File: src/rtl/cpu_reset_monitor.sv
// Watches the 68000 /RESET and /HALT pins while the CPU drives them: qualifies RESET
// instructions into a stretched peripheral reset and turns a stuck halt into a reboot request.
module cpu_reset_monitor #(
  parameter int MIN_RESET_CYCLES    = 100,
  parameter int PERIPH_RESET_CYCLES = 16,
  parameter int HALT_TIMEOUT        = 1000,
  parameter int CNT_W               = 16
) (
  input  logic       CPUCLK_IN,
  input  logic       RESET_IN,
  input  logic       CPU_RESET_N_IN,
  input  logic       CPU_HALT_N_IN,
  output logic       PERIPH_RESET,
  output logic       CPU_HALTED,
  output logic       REBOOT_REQ,
  output logic [7:0] RESET_INSN_COUNT,
  output logic [2:0] dbg_state
);

  typedef enum logic [2:0] {
    IDLE       = 3'd0,
    QUALIFY    = 3'd1,
    PERIPH_RST = 3'd2,
    HALT_WATCH = 3'd3,
    REBOOT     = 3'd4
  } state_t;

  localparam logic [CNT_W-1:0] ONE   = CNT_W'(1);
  localparam logic [CNT_W-1:0] MIN_C = CNT_W'(MIN_RESET_CYCLES);
  localparam logic [CNT_W-1:0] PR_C  = CNT_W'(PERIPH_RESET_CYCLES);
  localparam logic [CNT_W-1:0] HT_C  = CNT_W'(HALT_TIMEOUT);

  state_t           state;
  logic [CNT_W-1:0] cnt;
  logic             rst_m, rst_s, halt_m, halt_s;

  assign dbg_state = state;

  always_ff @(posedge CPUCLK_IN) begin
    if (RESET_IN) begin
      state            <= IDLE;
      cnt              <= '0;
      rst_m            <= 1'b1;
      rst_s            <= 1'b1;
      halt_m           <= 1'b1;
      halt_s           <= 1'b1;
      PERIPH_RESET     <= 1'b0;
      CPU_HALTED       <= 1'b0;
      REBOOT_REQ       <= 1'b0;
      RESET_INSN_COUNT <= 8'd0;
    end else begin
      // Two-flop synchronisers for the asynchronous CPU pins.
      rst_m  <= CPU_RESET_N_IN;
      rst_s  <= rst_m;
      halt_m <= CPU_HALT_N_IN;
      halt_s <= halt_m;

      case (state)
        IDLE: begin
          if (!rst_s) begin
            state <= QUALIFY;
            cnt   <= ONE;
          end else if (!halt_s) begin
            state      <= HALT_WATCH;
            cnt        <= ONE;
            CPU_HALTED <= 1'b1;
          end
        end

        QUALIFY: begin
          // Reaching the threshold wins over a release seen on the same edge.
          if (cnt == MIN_C) begin
            state        <= PERIPH_RST;
            cnt          <= ONE;
            PERIPH_RESET <= 1'b1;
            if (RESET_INSN_COUNT != 8'hFF) RESET_INSN_COUNT <= RESET_INSN_COUNT + 8'd1;
          end else if (rst_s) begin
            state <= IDLE;
          end else begin
            cnt <= cnt + ONE;
          end
        end

        PERIPH_RST: begin
          // Pulse is at least PERIPH_RESET_CYCLES and stretches while /RESET stays low.
          if (cnt == PR_C && rst_s) begin
            state        <= IDLE;
            PERIPH_RESET <= 1'b0;
          end else if (cnt != PR_C) begin
            cnt <= cnt + ONE;
          end
        end

        HALT_WATCH: begin
          if (!rst_s) begin
            state      <= QUALIFY;
            cnt        <= ONE;
            CPU_HALTED <= 1'b0;
          end else if (halt_s) begin
            state      <= IDLE;
            CPU_HALTED <= 1'b0;
          end else if (cnt == HT_C) begin
            state      <= REBOOT;
            REBOOT_REQ <= 1'b1;
          end else begin
            cnt <= cnt + ONE;
          end
        end

        REBOOT: begin
          // Terminal until the power-on generator asserts RESET_IN.
        end

        default: state <= IDLE;
      endcase
    end
  end

endmodule

File: config.mk
export PLATFORM = sky130hd
export DESIGN_NAME = cpu_reset_monitor
export DESIGN_NICKNAME = d
export VERILOG_FILES = /design/src/rtl/cpu_reset_monitor.sv
export SDC_FILE = /design/constraint.sdc
export NUM_CORES = 1
export LEC_CHECK = 0
export ABC_CLOCK_PERIOD_IN_PS = 3400
export CAP_MARGIN = 20
export CORE_MARGIN = 5
export CORE_UTILIZATION = 60
export CTS_CLUSTER_SIZE = 10
export DETAILED_ROUTE_END_ITERATION = 7
export HOLD_SLACK_MARGIN = 0.15
export PLACE_DENSITY_LB_ADDON = 0.08
export RECOVER_POWER = 100
export SYNTH_ARGS = -nofsm -noshare
export SYNTH_HDL_FRONTEND = slang
export SYNTH_SLANG_ARGS = --single-unit
File: constraint.sdc
create_clock -name CPUCLK_IN -period 3.4 [get_ports CPUCLK_IN]
set_input_delay 0.68 -clock CPUCLK_IN [delete_from_list [all_inputs] [get_ports CPUCLK_IN]]
set_output_delay 0.68 -clock CPUCLK_IN [all_outputs]
set_load 0.03 [all_outputs]
# After elaboration in Yosys (flattened, before gate mapping)
# Cells that the tools add are included.
# word_totals
ff_bits	34
input_bits	4
out_inout_bits	14
wordCells	74
# classes
add_sub_neg	2
n_eq_ne	22
n_mux	27
bitwise	2
reduce_logical	11
# op_table
op	n
$mux W16	9
$pmux W16 S4	1
$mux W3	8
$ne A3 B3 Y1 const B	6
$add A16 B1 Y16 const B	1
$eq A16 B10 Y1 const B	1
$eq A16 B5 Y1 const B	1
$eq A16 B7 Y1 const B	1
$ne A16 B5 Y1 const B	1
$pmux W3 S5	1
$ne A2 B2 Y1 const B	6
$add A8 B1 Y8 const B	1
$ne A8 B8 Y1 const B	1
$reduce_and A4 Y1	2
$reduce_and A7 Y1	1
$eq A3 B2 Y1 const B	2
$mux W1	6
$reduce_and A3 Y1	2
$reduce_and A5 Y1	1
$ne A4 B4 Y1 const B	1
$pmux W1 S2	2
$reduce_bool A2 Y1	2
$reduce_bool A4 Y1	1
$eq A3 B1 Y1 const B	1
other kinds (4)	5

# Logic depth before layout (Yosys ltp)
# Gate-level depths: netlist of the first run.
# logic_depth
ltp_word	5
mapped_depth	9
depth_no_buf	8

# Least setup slack after synthesis of the first run
# OpenSTA, ideal clock, no wires.
# synth_path
path_type	register to register
startpoint	reg state[1], in the netlist dbg_state[1]
endpoint	reg cnt[3]
setup_ns	0.070
arrival_ns	1.965
slack_ns	1.365
stages_incl_launch_ff	9
path_buffers	2
period_less_slack_ns	2.035
path_cell_list	dfxtp_1 -> buf_2 -> nor2_1 -> a31o_2 -> a31oi_4 -> nand3_4 -> buf_6 -> or3b_1 -> a21oi_1
# synth_via
elab_chain_cells	3
elab_cells_between_ends	13
cone_classes	eq/ne: 9; mux: 1; reduce/logical: 3
# synth_lines
item	line	rtl
start, declared	33	state_t state;
start signal, assigned	41	state <= IDLE;
start signal, assigned	61	state <= QUALIFY;
start signal, assigned	64	state <= HALT_WATCH;
$eq A3 B2 Y1, or another cell as far along	58	case (state)
$ne A3 B3 Y1 (no source line), or another cell as far along	--	
$reduce_and A7 Y1 (no source line)	--	
end signal, assigned	80	cnt <= cnt + ONE;
end signal, assigned	90	cnt <= cnt + ONE;
end signal, assigned	106	cnt <= cnt + ONE;
end, declared	34	logic [CNT_W-1:0] cnt;
# Parallel ways exist; a longest one is shown, timed or not.
# A chain may end at the register's enable or synchronous reset.

# Worst setup path in the final report of the first run
# layout_path
startpoint	reg cnt[0]
endpoint	reg cnt[2]
# layout_via
elab_chain_cells	5
elab_cells_between_ends	19
cone_classes	add/sub: 1; eq/ne: 8; mux: 8; reduce/logical: 2
# layout_lines
item	line	rtl
$add A16 B1 Y16	80, 90, 106	
$mux W16	102	end else if (cnt == HT_C) begin
$mux W16	99	end else if (halt_s) begin
$mux W16	95	if (!rst_s) begin
$pmux W16 S4	58	
# Parallel ways exist; a longest one is shown, timed or not. The select of a mux whose other input is x is not followed.

==> results of run 1 <==
## area by class of cell
| class | instances | area share |
|---|---|---|
| multi-input combinational | 168 | 0.510 |
| sequential | 34 | 0.335 |
| timing repair buffer | 18 | 0.0855 |
| clock buffer | 8 | 0.0387 |
| tap | 33 | 0.0203 |
| inverter | 6 | 0.0111 |
## per-stage QoR
stage                     hold WS, ns  std cells  total power, uW  setup WS [ns]  cell area (um2)
final                           0.420        267             1100          0.793             2030
after global routing            0.449        267             1160          0.515             2030
after CTS                       0.417        267             1120           1.03             2070
after detailed placement        0.408        259              844           1.14             1990
after global placement          0.391        259              834           1.26             1990
after floorplan                 0.389        223              771           1.36             1840
## Yosys cell counts (3+ instances only)
| library cell | count | area share |
|---|---|---|
| sky130_fd_sc_hd__o21ai_0 | 14 | 0.038 |
| sky130_fd_sc_hd__ha_1 | 3 | 0.020 |
| sky130_fd_sc_hd__nand3_1 | 10 | 0.027 |
| sky130_fd_sc_hd__or2_2 | 4 | 0.014 |
| sky130_fd_sc_hd__nor2_1 | 21 | 0.043 |
| sky130_fd_sc_hd__xnor2_1 | 3 | 0.014 |
| sky130_fd_sc_hd__buf_2 | 4 | 0.011 |
| sky130_fd_sc_hd__xor2_1 | 4 | 0.019 |
| sky130_fd_sc_hd__nor3_1 | 3 | 0.0082 |
| sky130_fd_sc_hd__inv_1 | 6 | 0.012 |
| sky130_fd_sc_hd__a21oi_1 | 24 | 0.065 |
| sky130_fd_sc_hd__clkbuf_1 | 9 | 0.018 |
| sky130_fd_sc_hd__nand4_1 | 9 | 0.031 |
| sky130_fd_sc_hd__and3_1 | 4 | 0.014 |
| sky130_fd_sc_hd__or3_1 | 6 | 0.020 |
| sky130_fd_sc_hd__or3b_1 | 3 | 0.014 |
| sky130_fd_sc_hd__and4_1 | 3 | 0.014 |
| sky130_fd_sc_hd__dfxtp_1 | 34 | 0.37 |
| sky130_fd_sc_hd__nand2_1 | 17 | 0.035 |
| sky130_fd_sc_hd__nand2b_1 | 3 | 0.010 |
## path summary, 6_finish.rpt
| check | start | endpoint | cells after the start |
|---|---|---|---|
| max | cnt[0] | cnt[2] | 8 |
| min | halt_m | halt_s | 1 |
| max reg2reg | cnt[0] | cnt[2] | 8 |
| min reg2reg | halt_m | halt_s | 1 |
## sequential cells by signal, indices dropped and copies added, names as in the netlist
name / flops
cnt: 16
RESET_INSN_COUNT: 8
dbg_state: 3
CPU_HALTED: 1
PERIPH_RESET: 1
REBOOT_REQ: 1
halt_m: 1
halt_s: 1
rst_m: 1
rst_s: 1
## cells by family (layout without fill, tap and decap cells)
logic type      Yosys count  in the layout  synth area share
flops                    34             34             0.370
fa+ha+maj                 3              3            0.0204
mux                       1              1           0.00544
simple gates            102            102             0.322
buf+inv                  21             32            0.0496
compound gates           55             55             0.199
xor+xnor                  7              7            0.0333
## critical path, stage by stage, from the launching register on
cell,delay (ns)
sky130_fd_sc_hd__dfxtp_1,0.34
sky130_fd_sc_hd__inv_1,0.10
sky130_fd_sc_hd__ha_1,0.15
sky130_fd_sc_hd__nor4b_1,0.55
sky130_fd_sc_hd__nand4_1,0.29
sky130_fd_sc_hd__a21oi_1,0.65
sky130_fd_sc_hd__nor2_1,0.10
sky130_fd_sc_hd__o21ai_0,0.19
sky130_fd_sc_hd__a21oi_1,0.09
## per-layer routing
metal,share of wire,vias up
met5,0,-
li1,-,830
met4,0.018,0
met3,0.058,9
met1,0.44,776
met2,0.48,50
## power by group through the flow
stage / Clock [uW] / Combinational (uW) / Sequential [uW]
3_5_place_dp: 0 / 378 / 465
6_report: 278 / 365 / 455
2_1_floorplan: 0 / 311 / 460
3_3_place_gp: 0 / 371 / 464
4_1_cts: 282 / 381 / 456
5_1_grt: 306 / 399 / 460
==> flow_metrics.tcl, run 1 <==
set metrics [dict create \
    status "complete, no violations" \
    vdd.ir_drop.worst_mv 0.274 \
    synth_area_um2 1840 \
    antenna_found_initial 0 \
    drcViolationCount 0 \
    final_layout_size_suffix_gt1_frac 0.0897 \
    final_cell_mix "34 x sky130_fd_sc_hd__dfxtp_1, 24 x sky130_fd_sc_hd__a21oi_1, 21 x sky130_fd_sc_hd__nor2_1, 17 x sky130_fd_sc_hd__nand2_1, 15 x sky130_fd_sc_hd__dlygate4sd3_1" \
    grt_pass1_vias 1504 \
    critPathLaunchType "register" \
    cp.arrival_ns 2.80 \
    grt_overflow_total 0 \
    setup.reg_to_reg.worst_slack_ns 0.79 \
    antenna_cells_inserted 0 \
    synth_fp_nets 230 \
    gr-usage-all-layers 0.204 \
    p_seq_frac 0.414 \
    yosys_register_bits 34 \
    h_tree_levels 2 \
    min-delay-path-class "reg -> reg" \
    die_h_um 65.4 \
    design.core.area_um2 3000 \
    syn_inst 223 \
    detail_route.wl_per_cell_um 15.0 \
    setup-violations-final 0 \
    cellPowerDensity_nw_per_um2 540 \
    area_grow_syn2layout_pct 10.5 \
    synth_edf_count 0 \
    cts-buffers-inserted 5 \
    grt_max_degree 20 \
    postRouteAntennaNets 0 \
    clock_period_minus_worst_slack_ns 2.61 \
    num_rows 20 \
    p_int_uw 690 \
    share_comb_of_total_power 0.332 \
    cts_resized 0 \
    flip_flop_cell_with_the_highest_count_after_synthesis "sky130_fd_sc_hd__dfxtp_1" \
    yosysSeqAreaShare 0.370 \
    place.detailed.hpwl_um 2890 \
    max_freq_ghz 0.384 \
    synth_warnings 0 \
    post_cts_hold_buffer_count 0 \
    synth.lib_cells_used.distinct 51 \
    die_area_um2 4280 \
    use_met3 0.0530 \
    worst_clock_skew_ns 0.00741 \
    share_of_flip_flops_with_an_asynchronous_set_or_reset 0 \
    multiInputGateArea_um2 1040 \
    numClockSinks 34 \
    final_design_utilization 0.678 \
    grt_use_met1 0.246 \
    first_iter_violations 115 \
    maxCapViolCount 0 \
    routed_wirelength_um 3990 \
    rsz0062_at_grt "no" \
    layout_worst_path_cycle_share 0.767 \
    floorplan.initialDensity 0.613 \
    clk_root_buffer_cell "sky130_fd_sc_hd__clkbuf_4" \
    tightest_slew_ns 0.811 \
    post_drt_via_cell_ratio 6.24 \
    critPathMaxFanout 8 \
    count_of_port_buffers_added_during_placement 17 \
    routed_via_count 1665 \
    sum_of_negative_setup_slack_ns 0 \
    net-switching-power_uw 408 \
    critPathCaptureType "register" \
    static-leakage-power_uw 0.000759 \
    post_synth.cell_area_avg_um2 8.25 \
    cts_tree "yes" \
    final-max-slew-violation-count 0 \
    path_clk_slew_ns 0.11 \
    gp_routability_congestion 0.909 \
    cp.required_ns 3.59 \
    power_switching_share 0.371 \
    grt_first_pass_wirelength_um 6790 \
    global_route.usage.met2 0.341 \
    die_width_um 65.4 \
    ports 18 \
    clk_latency_ns 0.34 \
    busiest_layer "met2" \
    slew_headroom 0.453 \
    cts-root-to-sink-buffers 2 \
    share_clk_of_total_power 0.253 \
    number_of_filler_cells_placed_in_the_layout 261 \
    finalHoldViolations 0 \
    layout.cells.most_common "sky130_fd_sc_hd__dfxtp_1" \
    postCtsSetupRepairBufs 0 \
    layout.nets 240 \
    drtPass1Iterations 4 \
    crit_type "reg -> reg" \
    ff_latch_area_um2 681 \
]
No activity file was read; power rests on OpenSTA's default activity.
==> run 2, diff against run 1 <==
--- a/config.mk
+++ b/config.mk
@@ -5,10 +5,10 @@
 export SDC_FILE = /design/constraint.sdc
 export NUM_CORES = 1
 export LEC_CHECK = 0
-export ABC_CLOCK_PERIOD_IN_PS = 3400
+export ABC_CLOCK_PERIOD_IN_PS = 2200
 export CAP_MARGIN = 20
 export CORE_MARGIN = 5
-export CORE_UTILIZATION = 60
+export CORE_UTILIZATION = 51
 export CTS_CLUSTER_SIZE = 10
 export DETAILED_ROUTE_END_ITERATION = 7
 export HOLD_SLACK_MARGIN = 0.15
==> constraint.sdc (replaced) <==
create_clock -name CPUCLK_IN -period 2.2 [get_ports CPUCLK_IN]
set_input_delay 0.44 -clock CPUCLK_IN [delete_from_list [all_inputs] [get_ports CPUCLK_IN]]
set_output_delay 0.44 -clock CPUCLK_IN [all_outputs]
set_load 0.03 [all_outputs]
==> run 2 against run 1 <==
Against the previous run: global-route usage shrank 2.8 points; combinational power is 130% higher; clock power up 14%; hold slack barely moved; first-iteration DRC count rose by 20%; sequential power increased by 55%; sequential share of layout area fell by 2.8 points; die area grew 15%; setup slack worse by 0.75 ns; highest routed layer unchanged.
==> flow_metrics.tcl, run 2 (synthesis results as in run 1) <==
set metrics [dict create \
    path_clk_slew_ns 0.10 \
    fin_total_pwr_uw 1870 \
    whs_endpoint "rst_s" \
    vdd.ir_drop.worst_mv 0.362 \
    timing.critical_path.cells "inv_2 -> ha_1 -> nor4b_4 -> nand4_1 -> a21o_4 -> buf_4 -> nand2_1 -> nand2_1 -> o221a_2" \
    layout_worst_path_cycle_share 0.981 \
    routed_via_count 1766 \
    detailed_place.area_um2 2080 \
    min-delay-path-class "reg -> reg" \
    final_cell_mix "32 x sky130_fd_sc_hd__dfxtp_1, 22 x sky130_fd_sc_hd__a21oi_1, 21 x sky130_fd_sc_hd__nor2_1, 17 x sky130_fd_sc_hd__nand2_1, 16 x sky130_fd_sc_hd__clkdlybuf4s50_1" \
    post_cts_hold_buffer_count 0 \
    drtPass1Iterations 4 \
    h_tree_levels 2 \
    clk_latency_ns 0.34 \
    worst_path_dominant_cell_family "simple AND/OR/NAND/NOR gates" \
    first_iter_violations 138 \
    floorplan.initialDensity 0.539 \
    timing.reg2reg.worst_path_depth 9 \
    die_width_um 70.1 \
    place.detailed.hpwl_um 3000 \
    worstReg2RegStart "cnt[0]" \
    cts-buffers-inserted 5 \
    static-leakage-power_uw 0.000789 \
    gp_routability_congestion 0.863 \
    post_drt_via_cell_ratio 6.01 \
    critPathBufInv 2 \
    worst_hold_path.num_cells 1 \
    critPathLaunchType "register" \
    share_clk_of_total_power 0.169 \
    slew_headroom 0.706 \
    clk_root_buffer_cell "sky130_fd_sc_hd__clkbuf_4" \
    count_of_port_buffers_added_during_placement 17 \
    number_of_filler_cells_placed_in_the_layout 302 \
    ports 18 \
    critical-path-max-stage-delay_ns 0.34 \
    layout.nets 255 \
    finalHoldViolations 0 \
    die_area_um2 4910 \
    die_h_um 70.1 \
    share_comb_of_total_power 0.455 \
    postRouteAntennaNets 0 \
    setup-violations-final 0 \
    register_with_the_most_flip_flops "cnt" \
    cp.required_ns 2.43 \
    cts_tree "yes" \
    final-max-slew-violation-count 0 \
    cellPowerDensity_nw_per_um2 842 \
    grt_pass1_vias 1570 \
    grt_overflow_total 0 \
    status "complete, no violations" \
    critPathCaptureType "register" \
    cp_slowest_cell "sky130_fd_sc_hd__dfxtp_2" \
    max_freq_ghz 0.463 \
    routed_wirelength_um 4450 \
    crit_top_cell "sky130_fd_sc_hd__nand2_1" \
    p_int_uw 1150 \
    cts-root-to-sink-buffers 2 \
    setup.reg_to_reg.worst_slack_ns 0.04 \
    layout.cells.most_common "sky130_fd_sc_hd__dfxtp_1" \
    r2r_end "cnt[5]" \
    grt_first_pass_wirelength_um 7080 \
    numClockSinks 34 \
    drcViolationCount 0 \
    power_switching_share 0.384 \
    tightest_slew_ns 0.438 \
    final_layout_size_suffix_gt1_frac 0.198 \
    crit_type "reg -> reg" \
    worstSetupPathDepth 9 \
    timing.hold.worst.start "rst_m" \
    antenna_cells_inserted 0 \
    antenna_found_initial 0 \
    clock_period_minus_worst_slack_ns 2.16 \
    p_seq_frac 0.376 \
    area_grow_syn2layout_pct 20.9 \
    final_design_utilization 0.652 \
    cp.arrival_ns 2.39 \
    detail_route.wl_per_cell_um 15.1 \
    gr-usage-all-layers 0.176 \
    grt_max_degree 23 \
    net-switching-power_uw 720 \
    worst_clock_skew_ns 0.00909 \
    design.core.area_um2 3420 \
    largest_register_ff_count 16 \
    maxCapViolCount 0 \
    fin_area_um2 2230 \
    num_rows 21 \
    critPathMaxFanout 6 \
]
-- run 2: how the worst max path moves through the flow --
stage / from / slack [ns] / endpoint
finish: cnt[0] / 0.04 / cnt[5]
global route: cnt[1] / -0.10 / cnt[12]
CTS: cnt[0] / 0.04 / cnt[8]
detailed placement: cnt[0] / -0.04 / cnt[8]
global placement: cnt[0] / 0.11 / cnt[8]
floorplan: dbg_state[1] / 0.16 / cnt[3]
-- run 2: power groups by stage --
| stage | registers [uW] | logic, uW | clock network [uW] |
|---|---|---|---|
| 2_1_floorplan | 712 | 480 | 0 |
| 3_3_place_gp | 705 | 672 | 0 |
| 3_5_place_dp | 708 | 690 | 0 |
| 4_1_cts | 694 | 704 | 332 |
| 5_1_grt | 714 | 913 | 358 |
| 6_report | 704 | 852 | 317 |
-- run 2: cell type report --
class | count | area, um2 | share of cell area
tap | 46 | 57.6 | 0.0259
clock buffer | 7 | 45.0 | 0.0202
timing repair buffer | 32 | 279 | 0.125
sequential | 34 | 683 | 0.307
multi-input combinational | 169 | 1140 | 0.512
inverter | 6 | 22.5 | 0.0101
-- run 2: stage by stage --
stage	TNS, ns	instances	setup slack, ns	hold slack (ns)
floorplan	0	223	0.165	0.389
global placement	0	282	0.110	0.391
detailed placement	-0.0350	282	-0.0350	0.412
CTS	0	289	0.0417	0.430
global route	-0.707	294	-0.105	0.446
finish	0	294	0.0415	0.419
-- run 2: routing by layer --
layer / share of wire / vias up / GRT usage / routed length (um)
li1: - / 862 / - / -
met1: 0.43 / 847 / 0.210 / 1930
met2: 0.50 / 49 / 0.299 / 2230
met3: 0.048 / 8 / 0.0459 / 215
met4: 0.017 / 0 / 0.0681 / 76
met5: 0 / - / 0 / 0
-- run 2: timing repair --
action,CTS,global route
endpoints found under the setup margin,10,13
hold endpoints to repair,0,0
pin swaps,0,5
resized for setup,1,16
cloned,0,1
buffers inserted,0,4
==> run 3, diff against run 2 <==
--- a/config.mk
+++ b/config.mk
@@ -14,6 +14,7 @@
 export HOLD_SLACK_MARGIN = 0.15
 export PLACE_DENSITY_LB_ADDON = 0.08
 export RECOVER_POWER = 100
+export SETUP_SLACK_MARGIN = 0.15
 export SYNTH_ARGS = -nofsm -noshare
 export SYNTH_HDL_FRONTEND = slang
 export SYNTH_SLANG_ARGS = --single-unit
==> run 3 against run 2 <==
Against the previous run: via count increased by 1.1%; fmax increased by 2.0%; flip-flop and latch count unchanged; sequential share of layout area decreased by 1.1 points; die area unchanged; global-route usage increased by 0.48 points.
==> flow_metrics.tcl, run 3 (synthesis results as in run 1) <==
set metrics [dict create \
    clk_latency_ns 0.34 \
    first_iter_violations 170 \
    final-max-slew-violation-count 0 \
    grt_first_pass_wirelength_um 7250 \
    setup-violations-final 0 \
    grt_overflow_total 0 \
    layout.nets 260 \
    cts-root-to-sink-buffers 2 \
    drcViolationCount 0 \
    grt_pass1_vias 1617 \
    finalHoldViolations 0 \
    largest_register_ff_count 16 \
    max_freq_ghz 0.473 \
    layout.cells.most_common "sky130_fd_sc_hd__dfxtp_1" \
    min-delay-path-class "reg -> reg" \
    detail_route.wl_per_cell_um 15.1 \
    rsz0062_at_grt "yes" \
    cellPowerDensity_nw_per_um2 844 \
    antenna_found_initial 0 \
    multiInputGateArea_um2 1190 \
    share_clk_of_total_power 0.164 \
    ports 18 \
    gr-usage-all-layers 0.180 \
    final_layout_size_suffix_gt1_frac 0.257 \
    antenna_cells_inserted 0 \
    dp.cells 282 \
    crit_type "reg -> reg" \
    slew_headroom 0.326 \
    routed_wirelength_um 4530 \
    finalNonFillerCells 299 \
    p_int_uw 1210 \
    cts-buffers-inserted 5 \
    place.detailed.hpwl_um 3000 \
    area_grow_syn2layout_pct 26.0 \
    design.core.area_um2 3420 \
    cts_tree "yes" \
    number_of_filler_cells_placed_in_the_layout 286 \
    static-leakage-power_uw 0.000830 \
    post_drt_via_cell_ratio 5.97 \
    postRouteAntennaNets 0 \
    grt_max_degree 23 \
    clk_root_buffer_cell "sky130_fd_sc_hd__clkbuf_4" \
    numClockSinks 34 \
    register_with_the_most_flip_flops "cnt" \
    die_area_um2 4910 \
    critPathLaunchType "register" \
    critPathCaptureType "register" \
    final_cell_mix "30 x sky130_fd_sc_hd__dfxtp_1, 21 x sky130_fd_sc_hd__nor2_1, 20 x sky130_fd_sc_hd__a21oi_1, 17 x sky130_fd_sc_hd__nand2_1, 17 x sky130_fd_sc_hd__buf_4" \
    status "complete, no violations" \
    h_tree_levels 2 \
    ff_latch_area_um2 686 \
    fin_area_um2 2320 \
    worst_clock_skew_ns 0.0112 \
    detailed_place.area_um2 2080 \
    die_h_um 70.1 \
    maxCapViolCount 0 \
    routed_via_count 1786 \
    path_clk_slew_ns 0.10 \
    drtPass1Iterations 5 \
    net-switching-power_uw 750 \
    share_comb_of_total_power 0.475 \
    cp.required_ns 2.47 \
    layout_worst_path_cycle_share 0.962 \
    critPathMaxFanout 5 \
    p_seq_frac 0.360 \
    vdd.ir_drop.worst_mv 0.395 \
    die_width_um 70.1 \
    gp_routability_congestion 0.863 \
    tightest_slew_ns 1.01 \
    num_rows 21 \
    count_of_port_buffers_added_during_placement 17 \
    floorplan.initialDensity 0.539 \
    power_switching_share 0.383 \
    cp.arrival_ns 2.38 \
    clock_period_minus_worst_slack_ns 2.12 \
]
## run 3: path summary, 6_finish.rpt
path / cells after the start / slack (ns) / endpoint / from
min reg2reg: 1 / 0.42 / rst_s / rst_m
max: 8 / 0.08 / cnt[8] / cnt[0]
max reg2reg: 8 / 0.08 / cnt[8] / cnt[0]
min: 1 / 0.42 / rst_s / rst_m
## run 3: final cells by class
cell class | instances | share of cell area
Multi-Input combinational cell | 169 | 0.514
Sequential cell | 34 | 0.296
Timing Repair Buffer | 37 | 0.136
Tap cell | 46 | 0.0248
Clock buffer | 7 | 0.0194
Inverter | 6 | 0.00971
## run 3: power groups by stage
stage / Sequential, uW / Clock, uW / Combinational, uW
after floorplan: 712 / 0 / 480
after global placement: 705 / 0 / 672
after detailed placement: 708 / 0 / 690
after CTS: 698 / 332 / 756
after global routing: 712 / 363 / 1010
final: 705 / 321 / 930
## run 3: per-layer routing
layer / wire (um) / global-route usage / part of all wire
met2: 2280 / 0.299 / 0.50
met5: 0 / 0 / 0
met4: 94 / 0.0872 / 0.021
met3: 241 / 0.0502 / 0.053
met1: 1910 / 0.213 / 0.42
## run 3: per-stage QoR
step	util	hold slack [ns]	TNS, ns	total power (uW)	worst slack [ns]
global route	0.679	0.449	-0.000232	2080	-0.000232
floorplan	-	0.389	0	1190	0.165
global placement	0.610	0.391	0	1380	0.110
detailed placement	0.610	0.412	-0.0350	1400	-0.0350
finish	0.679	0.425	0	1960	0.0839
CTS	0.640	0.430	0	1790	0.109
## run 3: critical path, stage by stage, from the launching register on
cell and delay (ns):
sky130_fd_sc_hd__dfxtp_2 0.34, sky130_fd_sc_hd__inv_2 0.08, sky130_fd_sc_hd__ha_4 0.12, sky130_fd_sc_hd__nor4b_4 0.29, sky130_fd_sc_hd__and4_4 0.29, sky130_fd_sc_hd__o22a_4 0.16
sky130_fd_sc_hd__nand3_4 0.11, sky130_fd_sc_hd__or4_4 0.53, sky130_fd_sc_hd__a21oi_2 0.13
## run 3: what timing repair did
| item | CTS | global route |
|---|---|---|
| pin swaps | 1 | 19 |
| hold buffers | 0 | 0 |
| endpoints found under the setup margin | 19 | 21 |
| cloned | 1 | 0 |
| gates resized for setup | 10 | 22 |
| setup buffers | 1 | 8 |
